$ cat config.mk
export PLATFORM = sky130hd
export DESIGN_NAME = dac_wave_scheduler
export DESIGN_NICKNAME = d
export VERILOG_FILES = /design/src/rtl/dac_wave_scheduler_pkg.sv /design/src/rtl/sample_tick_gen.sv /design/src/rtl/dac_wave_scheduler.sv
export SDC_FILE = /design/constraint.sdc
export NUM_CORES = 1
export LEC_CHECK = 0
export BUFFER_PORTS_ARGS = -buffer_cell sky130_fd_sc_hd__buf_2
export CORE_ASPECT_RATIO = 1.25
export CORE_UTILIZATION = 59
export DETAILED_ROUTE_END_ITERATION = 10
export GPL_TIMING_DRIVEN = 0
export PLACE_DENSITY = 0.78
export REMOVE_ABC_BUFFERS = 1
export SLEW_MARGIN = 20
export SYNTH_ARGS = -nofsm -noshare
export SYNTH_HDL_FRONTEND = slang
export SYNTH_SLANG_ARGS = --single-unit
$ cat constraint.sdc
create_clock -name i_Clk -period 2.95 [get_ports i_Clk]
set_input_delay 0.59 -clock i_Clk [delete_from_list [all_inputs] [get_ports i_Clk]]
set_output_delay 0.59 -clock i_Clk [all_outputs]
set_load 0.01 [all_outputs]
$ cat src/rtl/dac_wave_scheduler_pkg.sv
// Shared types and constants for the PMOD DAC sample path.
// Mode encodings, DAC byte limits and the mode-advance helper.
package dac_wave_scheduler_pkg;

    localparam int DAC_WIDTH = 8;
    localparam logic [DAC_WIDTH-1:0] DAC_MIN = 8'h00;
    localparam logic [DAC_WIDTH-1:0] DAC_MAX = 8'hFF;

    typedef enum logic [1:0] {
        MODE_MANUAL   = 2'd0,
        MODE_RAMP     = 2'd1,
        MODE_TRIANGLE = 2'd2,
        MODE_SQUARE   = 2'd3
    } mode_e;

    typedef enum logic {
        DIR_UP   = 1'b0,
        DIR_DOWN = 1'b1
    } dir_e;

    function automatic mode_e next_mode(input mode_e m);
        mode_e r;
        unique case (m)
            MODE_MANUAL:   r = MODE_RAMP;
            MODE_RAMP:     r = MODE_TRIANGLE;
            MODE_TRIANGLE: r = MODE_SQUARE;
            MODE_SQUARE:   r = MODE_MANUAL;
        endcase
        return r;
    endfunction

endpackage

$ cat src/rtl/sample_tick_gen.sv
// Enable-gated clock divider; pulses o_Tick on the last count of each
// CLKS_PER_SAMPLE period.
module sample_tick_gen #(
    parameter int CLKS_PER_SAMPLE = 25
) (
    input  logic i_Clk,
    input  logic i_Reset,
    input  logic i_Enable,
    output logic o_Tick
);

    localparam int W = (CLKS_PER_SAMPLE > 2) ? $clog2(CLKS_PER_SAMPLE) : 1;
    localparam logic [W-1:0] LAST = W'(CLKS_PER_SAMPLE - 1);

    logic [W-1:0] div_q;
    logic [W-1:0] div_d;

    always_comb begin
        div_d  = div_q;
        o_Tick = 1'b0;
        if (i_Enable) begin
            if (div_q == LAST) begin
                div_d  = '0;
                o_Tick = 1'b1;
            end else begin
                div_d = div_q + W'(1);
            end
        end
    end

    always_ff @(posedge i_Clk) begin
        if (i_Reset) div_q <= '0;
        else         div_q <= div_d;
    end

endmodule

$ cat src/rtl/dac_wave_scheduler.sv
// Waveform sequencer for the PMOD DAC: one sample per tick, button
// cycles MANUAL -> RAMP -> TRIANGLE -> SQUARE.
module dac_wave_scheduler
    import dac_wave_scheduler_pkg::*;
#(
    parameter int CLKS_PER_SAMPLE = 25,
    parameter int STEP            = 1,
    parameter int SQUARE_HALF     = 128
) (
    input  logic       i_Clk,
    input  logic       i_Reset,
    input  logic       i_Enable,
    input  logic       i_Mode_Button,
    input  logic [7:0] i_Manual_Byte,
    output logic [7:0] o_Dac_Byte,
    output logic       o_Sample_Strobe,
    output logic [1:0] o_Mode
);

    localparam int SQ_W = (2 * SQUARE_HALF > 2) ? $clog2(2 * SQUARE_HALF) : 1;
    localparam logic [SQ_W-1:0] SQ_HALF = SQ_W'(SQUARE_HALF);
    localparam logic [SQ_W-1:0] SQ_LAST = SQ_W'(2 * SQUARE_HALF - 1);
    localparam logic [7:0] STEP8 = 8'(STEP);

    logic tick;

    sample_tick_gen #(
        .CLKS_PER_SAMPLE(CLKS_PER_SAMPLE)
    ) u_tick (
        .i_Clk   (i_Clk),
        .i_Reset (i_Reset),
        .i_Enable(i_Enable),
        .o_Tick  (tick)
    );

    mode_e            mode_q, mode_d, cur_mode;
    dir_e             dir_q, dir_d, cur_dir;
    logic [7:0]       acc_q, acc_d, cur_acc;
    logic [SQ_W-1:0]  sq_q, sq_d, cur_sq;
    logic [7:0]       byte_q, byte_d;
    logic             strobe_q, strobe_d;
    logic             pend_q, pend_d;
    logic             btn_q;
    logic             rise;
    logic [8:0]       sum;

    assign rise = i_Mode_Button & ~btn_q;

    always_comb begin
        mode_d   = mode_q;
        dir_d    = dir_q;
        acc_d    = acc_q;
        sq_d     = sq_q;
        byte_d   = byte_q;
        strobe_d = 1'b0;
        pend_d   = pend_q | rise;
        cur_mode = mode_q;
        cur_dir  = dir_q;
        cur_acc  = acc_q;
        cur_sq   = sq_q;
        sum      = 9'd0;
        if (tick) begin
            strobe_d = 1'b1;
            // an edge on the tick clock itself waits for the next tick
            pend_d   = rise;
            if (pend_q) begin
                cur_mode = next_mode(mode_q);
                cur_dir  = DIR_UP;
                cur_acc  = DAC_MIN;
                cur_sq   = '0;
            end
            mode_d = cur_mode;
            dir_d  = cur_dir;
            acc_d  = cur_acc;
            sq_d   = cur_sq;
            unique case (cur_mode)
                MODE_MANUAL: byte_d = i_Manual_Byte;
                MODE_RAMP: begin
                    byte_d = cur_acc;
                    acc_d  = cur_acc + STEP8;
                end
                MODE_TRIANGLE: begin
                    byte_d = cur_acc;
                    if (cur_dir == DIR_UP) begin
                        sum = {1'b0, cur_acc} + {1'b0, STEP8};
                        if (sum >= 9'd255) begin
                            acc_d = DAC_MAX;
                            dir_d = DIR_DOWN;
                        end else begin
                            acc_d = sum[7:0];
                        end
                    end else if (cur_acc <= STEP8) begin
                        acc_d = DAC_MIN;
                        dir_d = DIR_UP;
                    end else begin
                        acc_d = cur_acc - STEP8;
                    end
                end
                MODE_SQUARE: begin
                    byte_d = (cur_sq < SQ_HALF) ? DAC_MIN : DAC_MAX;
                    sq_d   = (cur_sq == SQ_LAST) ? '0 : cur_sq + SQ_W'(1);
                end
            endcase
        end
    end

    always_ff @(posedge i_Clk) begin
        if (i_Reset) begin
            mode_q   <= MODE_MANUAL;
            dir_q    <= DIR_UP;
            acc_q    <= DAC_MIN;
            sq_q     <= '0;
            byte_q   <= DAC_MIN;
            strobe_q <= 1'b0;
            pend_q   <= 1'b0;
            btn_q    <= i_Mode_Button;
        end else begin
            mode_q   <= mode_d;
            dir_q    <= dir_d;
            acc_q    <= acc_d;
            sq_q     <= sq_d;
            byte_q   <= byte_d;
            strobe_q <= strobe_d;
            pend_q   <= pend_d;
            btn_q    <= i_Mode_Button;
        end
    end

    assign o_Dac_Byte      = byte_q;
    assign o_Sample_Strobe = strobe_q;
    assign o_Mode          = mode_q;

endmodule
==> impl_results.md, run 1 <==
* ANT nets after route at 0
* Hold Path Sink: btn_q
* Crit Reg-Reg Startpoint: pend_q
* CP arrival at 2970 ps
* Leak Pwr at 1.003 nW
* Reg2Reg Depth at 8
* Post-synthesis adder-cell area fraction at 4.697%
* Place WS at -259.8 ps
* Type of the worst min-delay path: primary input to register
* Minimum clock period at 2756 ps
* Largest family of logic cells by synthesized area: compound AO/OA/AOI/OAI gates
* Async set or reset register ratio after synthesis at 0%
* Port bufs at 22
* Internal power at 0.6811 mW
* Top cells by area, synth: dfxtp_1 (29%), nor2_1 (5.3%), a21oi_1 (5.2%), ha_1 (4.7%), nand2_1 (4.4%)
* Power per Cell Area at 352.2 nW/um^2
* F_max at 0.3628 GHz
* Setup crit end kind: register
* Global Route Usage Sum at 30.26%
* Hold Vio Cnt, Final at 0
* Critical path startpoint category: register
* Vias per std cell at 6.364
* Worst skew pair latency at 290 ps
* Yosys Warn Count at 0
* Number of diodes at 0
* Gr ovfl total at 0
* Setup Viol. Count Final at 0
* Primary FF master, synth: dfxtp_1
* Worst Path Max Fanout at 36
* # IOs at 23
* H-tree Lvls at 2
* Setup tns final at 0 ps
* Seq/Total Area, Yosys at 29.23%
* Die Area at 4324 um^2
* Clock group share of total power at 39.1%
* DR pass1 iterations at 5
* Peak supply drop at 0.3384 mV
* MaxCap Viol Count at 0
* Die width at 59.02 um
* Vias in the first global route at 2195
* Initial antenna violation count at 0
* Fin crit share at 93.44%
* Worst setup path class: register to register
* Worst hold path depth at 1
* Post-Synth Simple-Gate Area at 25.57%
* Nets at 346
* Multiplexer share of the synthesized area at 1.305%
* Clk slew on worst S/H paths at 70 ps
* Synth Area in Compound Gates at 26.72%
* Post-synthesis xor/xnor area fraction at 4.384%
* Layout area overhead at 6.994%
* Yosys reg bits at 35
* FF-to-FF End: acc_q[4]
* FF+latch area at 704.4 um^2
* Worst-Margin Slew at 744.1 ps
* Post-DP HPWL at 4.056 mm
* Vert. Die Dim at 73.27 um
* CTS root buf: clkbuf_8
* Synth area leader: dfxtp_1
* DRT iter0 DRCs at 256
* RSZ-0062 raised after global routing: false
* # clock sinks at 35
* CTS Buf Count at 5
* Sequential power share at 54.2%
* Status: completed
* Fillers at 358
* Hold Path Origin: i_Mode_Button
* CTS Buffer Depth at 2
* Top cell type's share of synthesized area at 29.23%
* Psw at 0.2223 mW
* Switch share at 24.60%
* Setup ws final at 193.6 ps
* EDFF count, synth at 0
* Cell Area, Synth at 2397 um^2
* Detailed-route via count at 2412
* Largest net degree at the start of global routing at 37
* Mean post-synth cell area at 7.515 um^2
* Placer Congestion at 0.9381
* Cells after Synth at 319
* Fin. max-slew vios at 0
* Core area at 3847 um^2
* DRC Markers at 0
* Comb pwr share at 6.7%
* WP data required at 3160 ps
* Hold buffer count at cts at 0
* FP Rows at 25
* Area occupied by multi-input gates at 1505 um^2
* Drt total wl at 6.095 mm
* Share of layout cells above drive strength 1 at 12.92%
* Setup Buffers After CTS at 0
* Relative slew margins at 49.87%
* First-pass GRT wire length at 9.942 mm
* Setup Skew at 3.807 ps
* CTS tree: yes
* Post-synthesis cell type count at 61
* Reg2reg setup slack at 190 ps
* Starting density of the core at 62.31%
* DR WL/cell at 16.08 um
==> power groups by stage <==
| stage | Combinational, mW | Sequential, mW | Clock [mW] |
|---|---|---|---|
| 5_1_grt | 0.0678 | 0.491 | 0.377 |
| 2_1_floorplan | 0.0360 | 0.497 | 0 |
| 4_1_cts | 0.0596 | 0.489 | 0.360 |
| 3_3_place_gp | 0.0590 | 0.500 | 0 |
| 6_report | 0.0608 | 0.490 | 0.353 |
| 3_5_place_dp | 0.0593 | 0.500 | 0 |
==> worst max-delay path by stage <==
stage              from            end  slack (ps)  cells past startpoint
4_1_cts        i_Enable       acc_q[4]          40                      7
5_1_grt          pend_q       acc_q[4]          30                      8
2_1_floorplan    pend_q  o_Dac_Byte[2]         330                      9
3_3_place_gp     pend_q  o_Dac_Byte[3]        -400                      9
3_5_place_dp   i_Enable       acc_q[4]        -260                      7
6_report         pend_q       acc_q[4]         190                      8
==> registers in the layout (all words and copies together), names as in the netlist <==
name             cells
acc_q                8
o_Dac_Byte           8
sq_q                 8
u_tick.div_q         5
o_Mode               2
btn_q                1
dir_q                1
o_Sample_Strobe      1
pend_q               1
==> Yosys cell counts (4+ instances only) <==
master / n
o2111ai_1: 4
a21oi_1: 25
nor3_1: 4
ha_1: 9
xnor2_1: 6
nand2_1: 28
a221oi_1: 9
buf_2: 8
nand4_1: 8
inv_1: 20
nor2b_1: 11
o21ai_0: 18
o21ai_1: 4
xor2_1: 6
nand3_1: 10
a31oi_1: 5
dfxtp_1: 35
nor2_1: 34
clkbuf_1: 10
==> area by class of cell <==
type / instances / share of cell area (%)
multi-input cells: 239 / 58.68
flip-flops and latches: 35 / 27.46
clock buffers: 6 / 3.220
clock inverters: 1 / 0.1951
inverters: 21 / 3.073
well taps: 54 / 2.634
repair buffers: 23 / 4.732
==> metal layers <==
metal  vias to the layer above  track usage [%]  wire length [um]
met3                        11            4.754               401
li1                       1160                -                 -
met2                       114            50.76              3057
met4                         0            15.87               140
met1                      1127            36.83              2496
met5                         -                0                 0
==> worst max-delay path: stages (launching register included) <==
cell,delay [ps]
dfxtp_4,590
nand2_1,160
xor2_1,200
ha_1,540
inv_1,260
nor2_1,420
a41oi_1,180
a2bb2oi_1,160
o22ai_1,160
==> kinds of logic (layout without fill, tap and decap cells) <==
logic type | after synthesis | in the layout
flops | 35 | 35
buf+inv | 45 | 51
compound gates | 97 | 97
xor+xnor | 12 | 12
mux | 3 | 3
fa+ha+maj | 9 | 9
simple gates | 118 | 118
==> stage by stage <==
| stage | power, mW | hold WS (ps) | utilization [%] | area [um^2] | instances |
|---|---|---|---|---|---|
| 2_1_floorplan | 0.5327 | 443.4 | - | 2282 | 295 |
| 3_3_place_gp | 0.5593 | 432.8 | 63.93 | 2460 | 371 |
| 3_5_place_dp | 0.5595 | 443.2 | 63.97 | 2461 | 371 |
| 4_1_cts | 0.9083 | 403.2 | 66.31 | 2551 | 378 |
| 5_1_grt | 0.9354 | 404.9 | 66.67 | 2565 | 379 |
| 6_report | 0.9034 | 413.7 | 66.67 | 2565 | 379 |
==> timing repair <==
item | CTS | global route
endpoints found under the hold margin | 0 | 0
gates resized for setup | 1 | 1
endpoints found under the setup margin | 5 | 3
==> layout by cell type, fill, tap and decap left out, types with 3 or more instances in the layout <==
cell type and n:
ha_1 9, and3_1 3, o22ai_1 3, o21ai_0 18
a31oi_1 5, a221oi_1 9, buf_2 22, xor2_1 6
nor2_1 33, a21o_1 3, nor2b_1 11, o31ai_1 3
o2111ai_1 4, nor3_1 4, xnor2_1 6, inv_1 20
a21oi_1 25, clkbuf_8 6, nand2_1 28, nand4_1 8
dfxtp_1 34, nand3_1 10, o21ai_1 4
Note: power is estimated with default switching activity, not from simulation.
==> inputs of run 2 (changes only) <==
- RECOVER_POWER: unset -> 100
==> impl_results.md, run 2 (synthesis gave the netlist of run 1 again) <==
* Status: completed
* Internal power at 0.6809 mW
* Type of the worst min-delay path: primary input to register
* MaxCap Viol Count at 0
* First-pass GRT wire length at 9.942 mm
* Clock group share of total power at 39.1%
* Clk slew on worst S/H paths at 70 ps
* DR pass1 iterations at 5
* Setup crit end kind: register
* Psw at 0.2219 mW
* Post_cts resized at 1
* Hold buffer count at cts at 0
* Critical path startpoint category: register
* Power per Cell Area at 355.6 nW/um^2
* Vias in the first global route at 2195
* Nets at 346
* H-tree Lvls at 2
* Vias per std cell at 6.248
* CTS tree: yes
* Post-route cell area at 2539 um^2
* Worst setup path class: register to register
* Worst hold path depth at 1
* Hold Vio Cnt, Final at 0
* Worst skew pair latency at 290 ps
* Comb pwr share at 6.7%
* Fin. max-slew vios at 0
* # clock sinks at 35
* Sequential power share at 54.2%
* Slowest stage cell, crit path: dfxtp_4
* Placer Congestion at 0.9381
* Largest net degree at the start of global routing at 37
* CTS root buf: clkbuf_8
* Fin util at 65.98%
* Switch share at 24.58%
* CP arrival at 2990 ps
* Initial antenna violation count at 0
* # IOs at 23
* Starting density of the core at 62.31%
* Die width at 59.02 um
* CTS Buf Count at 5
* Worst-path cell chain: nand2_1 > xor2_1 > ha_1 > inv_1 > nor2_1 > a41oi_1 > a2bb2oi_1 > o22ai_1
* Leak Pwr at 0.9502 nW
* Port bufs at 22
* Delay-heaviest family, CP: simple AND/OR/NAND/NOR gates
* DP Area at 2461 um^2
* Setup Buffers After CTS at 0
* Setup Viol. Count Final at 0
* Peak supply drop at 0.3396 mV
* Commonest non-fill, non-tap cells in the layout: dfxtp_1 (34), nor2_1 (33), nand2_1 (28), a21oi_1 (26), inv_1 (21)
* ANT nets after route at 0
* Fin crit share at 94.20%
* Post-DP HPWL at 4.056 mm
* Minimum clock period at 2779 ps
* Vert. Die Dim at 73.27 um
* FP Rows at 25
* Fillers at 361
* Core area at 3847 um^2
* Reg2Reg Depth at 8
* Die Area at 4324 um^2
* Detailed-route via count at 2368
* DRC Markers at 0
* Number of diodes at 0
* Slowest cell delay on critical path at 590 ps
* Share of layout cells above drive strength 1 at 8.308%
* Worst-Margin Slew at 801.8 ps
* Worst Path Buf+Inv at 1
* Global Route Usage Sum at 30.26%
* DRT iter0 DRCs at 271
* Most common cell after layout, fill and taps aside: dfxtp_1
* WP depth at 8
* Worst hold slack at 414.8 ps
* CTS Buffer Depth at 2
* WP data required at 3160 ps
* Relative slew margins at 46.55%
* Layout area overhead at 5.898%
* Gr ovfl total at 0
* Drt total wl at 6.031 mm
* Setup Skew at 4.194 ps
* RSZ-0062 raised after global routing: false
* F_max at 0.3598 GHz
* Worst Path Max Fanout at 36
* DR WL/cell at 15.91 um
==> run 2: cell count changes in the layout (fill, tap and decap cells not counted), moves of 2 or more <==
cell	previous run	this run
o21ai_0	18	20
o21ai_1	4	2
buf_2	22	10
clkbuf_1	0	13
==> run 2: cell type report <==
| type | instances | area [um^2] | area share, % |
|---|---|---|---|
| tap | 54 | 67.56 | 2.661 |
| multi-input combinational | 239 | 1501 | 59.14 |
| timing repair buffer | 23 | 98.84 | 3.894 |
| inverter | 21 | 78.83 | 3.105 |
| clock inverter | 1 | 5.005 | 0.1971 |
| clock buffer | 6 | 82.58 | 3.253 |
| sequential | 35 | 704.4 | 27.75 |
==> run 2: worst paths after layout <==
kind / startpoint / endpoint / slack [ps]
setup / recovery: pend_q / acc_q[4] / 170
hold / removal: i_Mode_Button / btn_q / 410
setup reg to reg: pend_q / acc_q[4] / 170
hold reg to reg: o_Dac_Byte[4] / o_Dac_Byte[4] / 460
==> run 2: worst reg2reg max path: stages (launching register included) <==
cell and delay, ps:
dfxtp_4 590, nand2_1 170, xor2_1 200, ha_1 540, inv_1 260, nor2_1 440
a41oi_1 180, a2bb2oi_1 160, o22ai_1 160
==> run 2: power by group through the flow <==
stage / clock (mW) / sequential [mW] / combinational [mW]
global placement: 0 / 0.500 / 0.0590
floorplan: 0 / 0.497 / 0.0360
CTS: 0.360 / 0.489 / 0.0596
global route: 0.377 / 0.491 / 0.0675
detailed placement: 0 / 0.500 / 0.0593
finish: 0.353 / 0.490 / 0.0603
==> run 2: metrics by stage <==
step                      setup WS (ps)  power, mW  setup TNS (ps)  cells
after floorplan                   325.9     0.5327               0    295
after global placement           -402.4     0.5593           -4659    371
after detailed placement         -259.8     0.5595          -740.9    371
after CTS                         40.01     0.9083               0    378
after global routing              29.89     0.9352               0    379
final                             171.0     0.9028               0    379
==> run 2: per-layer routing <==
metal	track usage [%]	wire [um]	share of wire, %
met2	50.76	3025	50
met1	36.83	2510	42
met5	0	0	0
met4	15.87	129	2.1
met3	4.754	365	6.1
